==> src/rtl/classificador_medida_n.sv <==
// classificador_medida_n: collects N samples, divides the sum by N and classifies the mean against three thresholds.
module classificador_medida_n #(
  parameter int LARGURA    = 12,
  parameter int N_AMOSTRAS = 3,
  parameter int MAX_DIFF   = 4
) (
  input  logic               clock,
  input  logic               zera,
  input  logic               iniciar,
  input  logic               medida_valida,
  input  logic [LARGURA-1:0] medida,
  input  logic [LARGURA-1:0] nv_baixo,
  input  logic [LARGURA-1:0] nv_alto,
  input  logic [LARGURA-1:0] nv_crit,
  output logic [LARGURA-1:0] media,
  output logic [2:0]         medida_classificacao,
  output logic               descartar_medida,
  output logic               fim_classificacao,
  output logic               ocupado
);
  localparam int SOMA_W = LARGURA + $clog2(N_AMOSTRAS + 1);
  localparam int SW1 = SOMA_W + 1;
  localparam int CW = $clog2(N_AMOSTRAS + 1);
  localparam int PW = $clog2(SOMA_W + 1);
  localparam logic [SOMA_W:0] DIVISOR = SW1'(N_AMOSTRAS);
  localparam logic [LARGURA-1:0] LIMITE = LARGURA'(MAX_DIFF);
  localparam logic [2:0] OCIOSO = 3'd0;
  localparam logic [2:0] COLETA = 3'd1;
  localparam logic [2:0] DIVIDE = 3'd2;
  localparam logic [2:0] CLASSIFICA = 3'd3;
  localparam logic [2:0] FIM = 3'd4;
  logic [2:0] estado;
  logic [SOMA_W-1:0] soma, quoc, resto;
  logic [SOMA_W:0] resto_sh;
  logic [CW-1:0] cont;
  logic [PW-1:0] passo;
  logic [LARGURA-1:0] maior, menor, media_nova;
  logic cabe;
  logic [2:0] classe;
  // quoc starts as the dividend and shifts quotient bits in from the right
  always_comb begin
    resto_sh = {resto, quoc[SOMA_W-1]};
    cabe = resto_sh >= DIVISOR;
    media_nova = quoc[LARGURA-1:0];
    classe = (media_nova > nv_baixo) ? 3'b001 :
             (media_nova > nv_alto && media_nova <= nv_baixo) ? 3'b100 :
             (media_nova >= nv_crit && media_nova <= nv_alto) ? 3'b010 : 3'b011;
  end
  assign ocupado = (estado == COLETA) || (estado == DIVIDE) || (estado == CLASSIFICA);
  always_ff @(posedge clock) begin
    if (zera) begin
      estado <= OCIOSO;
      soma <= '0;
      quoc <= '0;
      resto <= '0;
      cont <= '0;
      passo <= '0;
      maior <= '0;
      menor <= '0;
      media <= '0;
      medida_classificacao <= 3'b000;
      descartar_medida <= 1'b0;
      fim_classificacao <= 1'b0;
    end else begin
      case (estado)
        OCIOSO, FIM: begin
          fim_classificacao <= 1'b0;
          if (iniciar) begin
            estado <= COLETA;
            soma <= '0;
            cont <= '0;
            maior <= '0;
            menor <= '1;
          end
        end
        COLETA: if (medida_valida) begin
          soma <= soma + SOMA_W'(medida);
          cont <= cont + CW'(1);
          maior <= (medida > maior) ? medida : maior;
          menor <= (medida < menor) ? medida : menor;
          if (cont == CW'(N_AMOSTRAS - 1)) begin
            estado <= DIVIDE;
            quoc <= soma + SOMA_W'(medida);
            resto <= '0;
            passo <= '0;
          end
        end
        DIVIDE: begin
          resto <= SOMA_W'(cabe ? resto_sh - DIVISOR : resto_sh);
          quoc <= {quoc[SOMA_W-2:0], cabe};
          passo <= passo + PW'(1);
          if (passo == PW'(SOMA_W - 1)) estado <= CLASSIFICA;
        end
        CLASSIFICA: begin
          media <= media_nova;
          medida_classificacao <= classe;
          descartar_medida <= (maior - menor) > LIMITE;
          fim_classificacao <= 1'b1;
          estado <= FIM;
        end
        default: estado <= OCIOSO;
      endcase
    end
  end
endmodule

==> config.mk <==
export PLATFORM = sky130hd
export DESIGN_NAME = classificador_medida_n
export DESIGN_NICKNAME = d
export VERILOG_FILES = /design/src/rtl/classificador_medida_n.sv
export SDC_FILE = /design/constraint.sdc
export NUM_CORES = 1
export LEC_CHECK = 0
export BUFFER_PORTS_ARGS = -buffer_cell sky130_fd_sc_hd__buf_2
export CAP_MARGIN = 20
export CORE_MARGIN = 3
export CORE_UTILIZATION = 45
export CTS_BUF_LIST = sky130_fd_sc_hd__clkbuf_2 sky130_fd_sc_hd__clkbuf_4 sky130_fd_sc_hd__clkbuf_8
export DETAILED_ROUTE_END_ITERATION = 6
export GPL_TIMING_DRIVEN = 0
export PLACE_DENSITY = 0.72
export SKIP_LAST_GASP = 1
export SLEW_MARGIN = 20
export SYNTH_ARGS = -nofsm -noshare
export SYNTH_HDL_FRONTEND = slang
export SYNTH_SLANG_ARGS = --single-unit
==> constraint.sdc <==
create_clock -name clock -period 5.38 [get_ports clock]
set_clock_uncertainty 0.15 [all_clocks]
set_input_delay 0.269 -clock clock [delete_from_list [all_inputs] [get_ports clock]]
set_output_delay 0.269 -clock clock [all_outputs]
set_load 0.005 [all_outputs]
==> results_dict.tcl, run 1 <==
set metrics [dict create \
    synth.top_cells.by_area "dfxtp_1 (29%), ha_1 (17%), nand2_1 (6.3%)" \
    setup_violations 0 \
    initial_core_util 0.4671 \
    ctsResizeCount 0 \
    h-tree-depth 3 \
    grt_pass1_wl_microns 24700 \
    path_clk_slew_ns 0.09 \
    synth.distinct_cells 61 \
    avgRoutedWirePerCell_microns 14.62 \
    layout_commonest_cell "nand2_1" \
    whs_path_depth 3 \
    p_total_w 0.001462 \
    synth_edf_count 0 \
    io-pin-count 70 \
    die_h_microns 123.9 \
    ir_worst_vdd_uv 101.2 \
    nNetsFinal 999 \
    hold_class "in -> reg" \
    slew_viol_final 0 \
    core-area_sq_um 13400 \
    synth_fp_nets 920 \
    r2r_slack_ns 2.56 \
    grt_pass1_vias 5119 \
    yosys_warnings 0 \
    totalWireLength_microns 15200 \
    clock-root-buffer "clkbuf_8" \
    fin_cells 1040 \
    die_width_microns 123.9 \
    antenna_found_initial 0 \
    cts_tree "yes" \
    worst_setup_path_end_kind "register" \
    p_leak_nw 3.139 \
    rows 42 \
    antennaDiodeCount 0 \
    worstPathRequired_ns 5.51 \
    stdcell_area_sq_um 7003 \
    drive_gt1_frac 0.1181 \
    cellPowerDensity_nw_per_um2 208.8 \
    tightest_slew_ns 0.8487 \
    timing.rr.start "soma[5]" \
    hold_end "maior[2]" \
    area.growth.synth_to_final_pct 11.87 \
    ant_nets 0 \
    r2r-end "quoc[12]" \
    period_share 0.5242 \
    detailed_place_hpwl_microns 11790 \
    finalHoldViolCount 0 \
    drc 0 \
    maxSlewHeadroom 0.4342 \
    cts_sinks 92 \
    synth-main-ff-cell "dfxtp_1" \
    firstDrtPassIters 5 \
    cts_hold_buffers 0 \
    reg2regPathDepth 8 \
    synth_top_area_share 0.2942 \
    n_fill_cell 1292 \
    ys_ff_latch 92 \
    ctsLongestPathBuffers 2 \
    grt_setup_unrepaired "no" \
    final_util 0.5226 \
    status "finished, final reports clean" \
    placed_area_sq_um 6820 \
    post-route-min-period_ns 2.820 \
    clock_latency_ns 0.38 \
    worst-path-max-fanout 5 \
    gp_congestion 0.8467 \
    grt-ovfl-total 0 \
    cp-start-kind "register" \
    async_flop_share 0 \
    port_buffers 68 \
    tns_ns 0 \
    cp.arrival_ns 2.95 \
    track_usage 0.2021 \
    ys_seq_area_frac 0.2942 \
    syn_area_sq_um 6260 \
    vias_per_cell 5.464 \
    syn_avg_cell_area_sq_um 8.025 \
    layout_common_cells "nand2_1 (105), dfxtp_1 (92), ha_1 (86), nor2_1 (74), a21oi_1 (70)" \
    worstHoldStart "medida[2]" \
    synth_cells 780 \
    path_class "reg -> reg" \
    postCtsSetupBuffers 0 \
    cts_made_buffers 9 \
    max-cap-violations 0 \
    synth_top_area_cell "dfxtp_1" \
    grt_max_degree 16 \
    max_freq_ghz 0.3546 \
    dp_cells 1024 \
    via_count 5683 \
    drt_iter0_drc 332 \
    die_area_sq_um 15360 \
]
## stage by stage
step | worst slack, ns | hold slack, ns
floorplan | 3.003 | 0.2611
global placement | 2.483 | 0.2937
detailed placement | 2.500 | 0.2935
CTS | 2.607 | 0.01746
global route | 2.414 | 0.03094
finish | 2.560 | 0.03162
## layer usage
| layer | up-vias | global-route usage | routed length (microns) |
|---|---|---|---|
| met3 | 20 | 0.03224 | 863 |
| met5 | - | 0 | 0 |
| met2 | 154 | 0.3214 | 6783 |
| met1 | 2598 | 0.2803 | 7300 |
| met4 | 0 | 0.06639 | 253 |
| li1 | 2911 | - | - |
## flip-flops by register name, summed over array words and instances (netlist names)
register              cells
quoc                     14
resto                    14
soma                     14
maior                    12
media                    12
menor                    12
passo                     4
estado                    3
medida_classificacao      3
cont                      2
descartar_medida          1
fim_classificacao         1
## cells by family after synthesis
group	count (synthesis)	synth area share
AOI/OAI and AO/OA	206	0.2115
xor gates and xnor gates	24	0.03358
adders and majority gates	88	0.1783
buffers and inverters	97	0.06776
DFF	92	0.2942
muxes	15	0.02398
and+or+nand+nor	258	0.1907
## Yosys cell counts (9+ instances only)
library cell and number:
nor2_1 74, ha_1 86, nand3_1 9, a21oi_1 70
nor2b_1 12, o21a_1 9, mux2i_1 15, a221oi_1 13
inv_1 67, a22oi_1 11, nand2_1 105, nor3_1 11
dfxtp_1 92, xnor2_1 18, nand4_1 12, o21ai_0 37
nand2b_1 9, a21o_1 14, clkbuf_1 24, a211oi_1 9
## power breakdown
| part | switching [W] | internal (W) |
|---|---|---|
| sequential | 0.00000957 | 0.000699 |
| combinational | 0.000182 | 0.000131 |
| clock | 0.000255 | 0.000187 |
| total | 0.000447 | 0.00102 |
## how the worst max path moves through the flow
stage                to  slack, ns       from
2_1_floorplan  quoc[12]       3.00    soma[5]
4_1_cts        quoc[12]       2.61    soma[5]
3_3_place_gp   quoc[12]       2.48  medida[5]
5_1_grt        quoc[12]       2.41    soma[5]
6_report       quoc[12]       2.56    soma[5]
3_5_place_dp   quoc[12]       2.50  medida[5]
## critical path, cell delays in order (launching register included)
cell      delay [ns]
dfxtp_1         0.32
ha_1            0.32
and2_2          0.22
a221oi_1        0.53
a31oi_1         0.28
a41oi_1         0.36
xnor2_1         0.19
mux2i_1         0.11
a211oi_1        0.25
## layout make-up
class	instances	area, sq um	area share
well taps	176	220.2	0.03145
flip-flops and latches	92	1842	0.2630
multi-input cells	591	3994	0.5703
plain buffers	29	168.9	0.02412
clock buffers	11	145.1	0.02073
inverters	68	255.2	0.03645
repair buffers	68	340.3	0.04860
clock inverters	5	37.54	0.005360
(Power assumes the default switching activity.)
==> run 2, diff against run 1 <==
clock period = 2.83 ns   (was 5.38 ns; I/O delays follow)
==> run 2 against run 1 <==
  * Core utilization rose by 1.1 points
  * Final cell count up 1.3%
  * Die area did not move
  * Non-clock buffer count rose by 14
  * Critical path depth up 3
  * Setup slack worse by 2.4 ns
  * Register-to-register slack got worse by 2.3 ns
  * Routed wire length grew 0.61%
  * Sequential share of layout area fell by 0.57 points
  * Sequential power increased by 91%
  * Global-route usage increased by 0.11 points
  * First-iteration DRC count grew 20%
  * Highest routed layer unchanged
  * Critical path type is now in -> reg
==> results_dict.tcl, run 2 (same netlist as run 1, synthesis figures left out) <==
set metrics [dict create \
    drive_gt1_frac 0.1185 \
    grt_max_degree 16 \
    ir_worst_vdd_uv 190.6 \
    vias_per_cell 5.449 \
    met3WireLength_microns 830 \
    tns_ns 0 \
    grt_setup_unrepaired "no" \
    ant_nets 0 \
    core-area_sq_um 13400 \
    antenna_found_initial 0 \
    path_clk_slew_ns 0.09 \
    post-route-min-period_ns 2.708 \
    cts_sinks 92 \
    cellPowerDensity_nw_per_um2 390.9 \
    clock-root-buffer "clkbuf_8" \
    p_leak_nw 3.201 \
    grt-ovfl-total 0 \
    postCtsSetupBuffers 0 \
    port_buffers 68 \
    max-cap-violations 0 \
    clock_latency_ns 0.38 \
    wl_met1_microns 7377 \
    track_usage 0.2032 \
    path_class "in -> reg" \
    die_h_microns 123.9 \
    dr.max_layer_used "met4" \
    cts_tree "yes" \
    firstDrtPassIters 5 \
    initial_core_util 0.4671 \
    cp.arrival_ns 2.84 \
    grt_pass1_wl_microns 24850 \
    h-tree-depth 3 \
    antennaDiodeCount 0 \
    finalHoldViolCount 0 \
    worst_setup_path_end_kind "register" \
    cts_made_buffers 9 \
    drc 0 \
    period_share 0.9570 \
    register_area_sq_um 1842 \
    cp_slowest_cell "dlygate4sd3_1" \
    path_cells "dlygate4sd3_1 -> buf_2 -> ha_1 -> fa_1 -> a21o_1 -> nand3_1 -> a31oi_1 -> a41oi_2 -> xnor2_1 -> mux2i_1 -> a211oi_1" \
    top_regs "quoc x14, resto x14, soma x14" \
    hold_class "in -> reg" \
    dp_cells 1024 \
    n_fill_cell 1267 \
    multi_input_area_sq_um 4008 \
    die_width_microns 123.9 \
    hold_ws_ns 0.06910 \
    io-pin-count 70 \
    avgRoutedWirePerCell_microns 14.51 \
    p_total_w 0.002798 \
    nNetsFinal 1013 \
    via_count 5743 \
    drt_iter0_drc 399 \
    rows 42 \
    grt_pass1_vias 5173 \
    maxSlewHeadroom 0.4168 \
    cp_top_family "compound AO/OA/AOI/OAI gates" \
    setup_violations 0 \
    fin_cells 1054 \
    worst-path-buf-inv 2 \
    tightest_slew_ns 0.8748 \
    gp_congestion 0.8467 \
    max_freq_ghz 0.3692 \
    ctsLongestPathBuffers 2 \
    detailed_place_hpwl_microns 11790 \
    worst-path-max-fanout 5 \
    slew_viol_final 0 \
    layout_commonest_cell "nand2_1" \
    worstPathRequired_ns 2.96 \
    area.growth.synth_to_final_pct 14.33 \
    critPathMaxStageDelay_ns 0.53 \
    die_area_sq_um 15360 \
    met2WireLength_microns 6841 \
    cp-start-kind "input pin" \
    layout_common_cells "nand2_1 (105), dfxtp_1 (92), ha_1 (86), nor2_1 (74), a21oi_1 (70)" \
    totalWireLength_microns 15290 \
    status "finished, final reports clean" \
]
-- run 2: changes by cell type in the layout (fill, tap and decap cells not counted), sizes merged --
cell	delta
dlygate4sd3	+14
-- run 2: worst paths after layout --
path / start / to / slack [ns] / cells after the start
min: zera / quoc[11] / 0.07 / 4
max reg2reg: soma[5] / quoc[9] / 0.24 / 8
max: medida[0] / quoc[12] / 0.12 / 11
min reg2reg: media[11] / media[11] / 0.31 / 2
-- run 2: what timing repair did --
item | CTS | global route
hold buffers | 14 | 0
resized for setup | 0 | 2
endpoints found under the setup margin | 0 | 1
hold endpoints to repair | 26 | 0
-- run 2: metal layers --
layer | up-vias | global-route usage
met4 | 0 | 0.06639
met2 | 139 | 0.3258
li1 | 2940 | -
met5 | - | 0
met1 | 2645 | 0.2800
met3 | 19 | 0.03224
-- run 2: cell type report --
cell class	count	share of cell area
repair buffers	82	0.06713
plain buffers	29	0.02360
flip-flops and latches	92	0.2573
inverters	68	0.03566
well taps	176	0.03077
multi-input cells	591	0.5600
clock buffers	11	0.02028
clock inverters	5	0.005245
-- run 2: through the flow --
| step | setup WS, ns | area [sq um] | util |
|---|---|---|---|
| 2_1_floorplan | 0.4529 | 6260 | - |
| 3_3_place_gp | 0.06005 | 6820 | 0.5090 |
| 3_5_place_dp | 0.07781 | 6820 | 0.5090 |
| 4_1_cts | 0.05668 | 7143 | 0.5331 |
| 5_1_grt | 0.01623 | 7157 | 0.5341 |
| 6_report | 0.1216 | 7157 | 0.5341 |
-- run 2: report_power, final --
| group | internal (W) | total [W] | switching [W] |
|---|---|---|---|
| clock | 0.000355 | 0.000840 | 0.000485 |
| combinational | 0.000262 | 0.000612 | 0.000350 |
| sequential | 0.00133 | 0.00135 | 0.0000182 |
| total | 0.00194 | 0.00280 | 0.000853 |
-- run 2: worst reg2reg max path: stages, from the launching register on --
cell and delay, ns:
dfxtp_1 0.32, ha_1 0.34, and2_2 0.19, or3b_1 0.40, a32o_1 0.31, xnor2_1 0.27
nor2_1 0.09, or3_1 0.32, a21oi_1 0.14
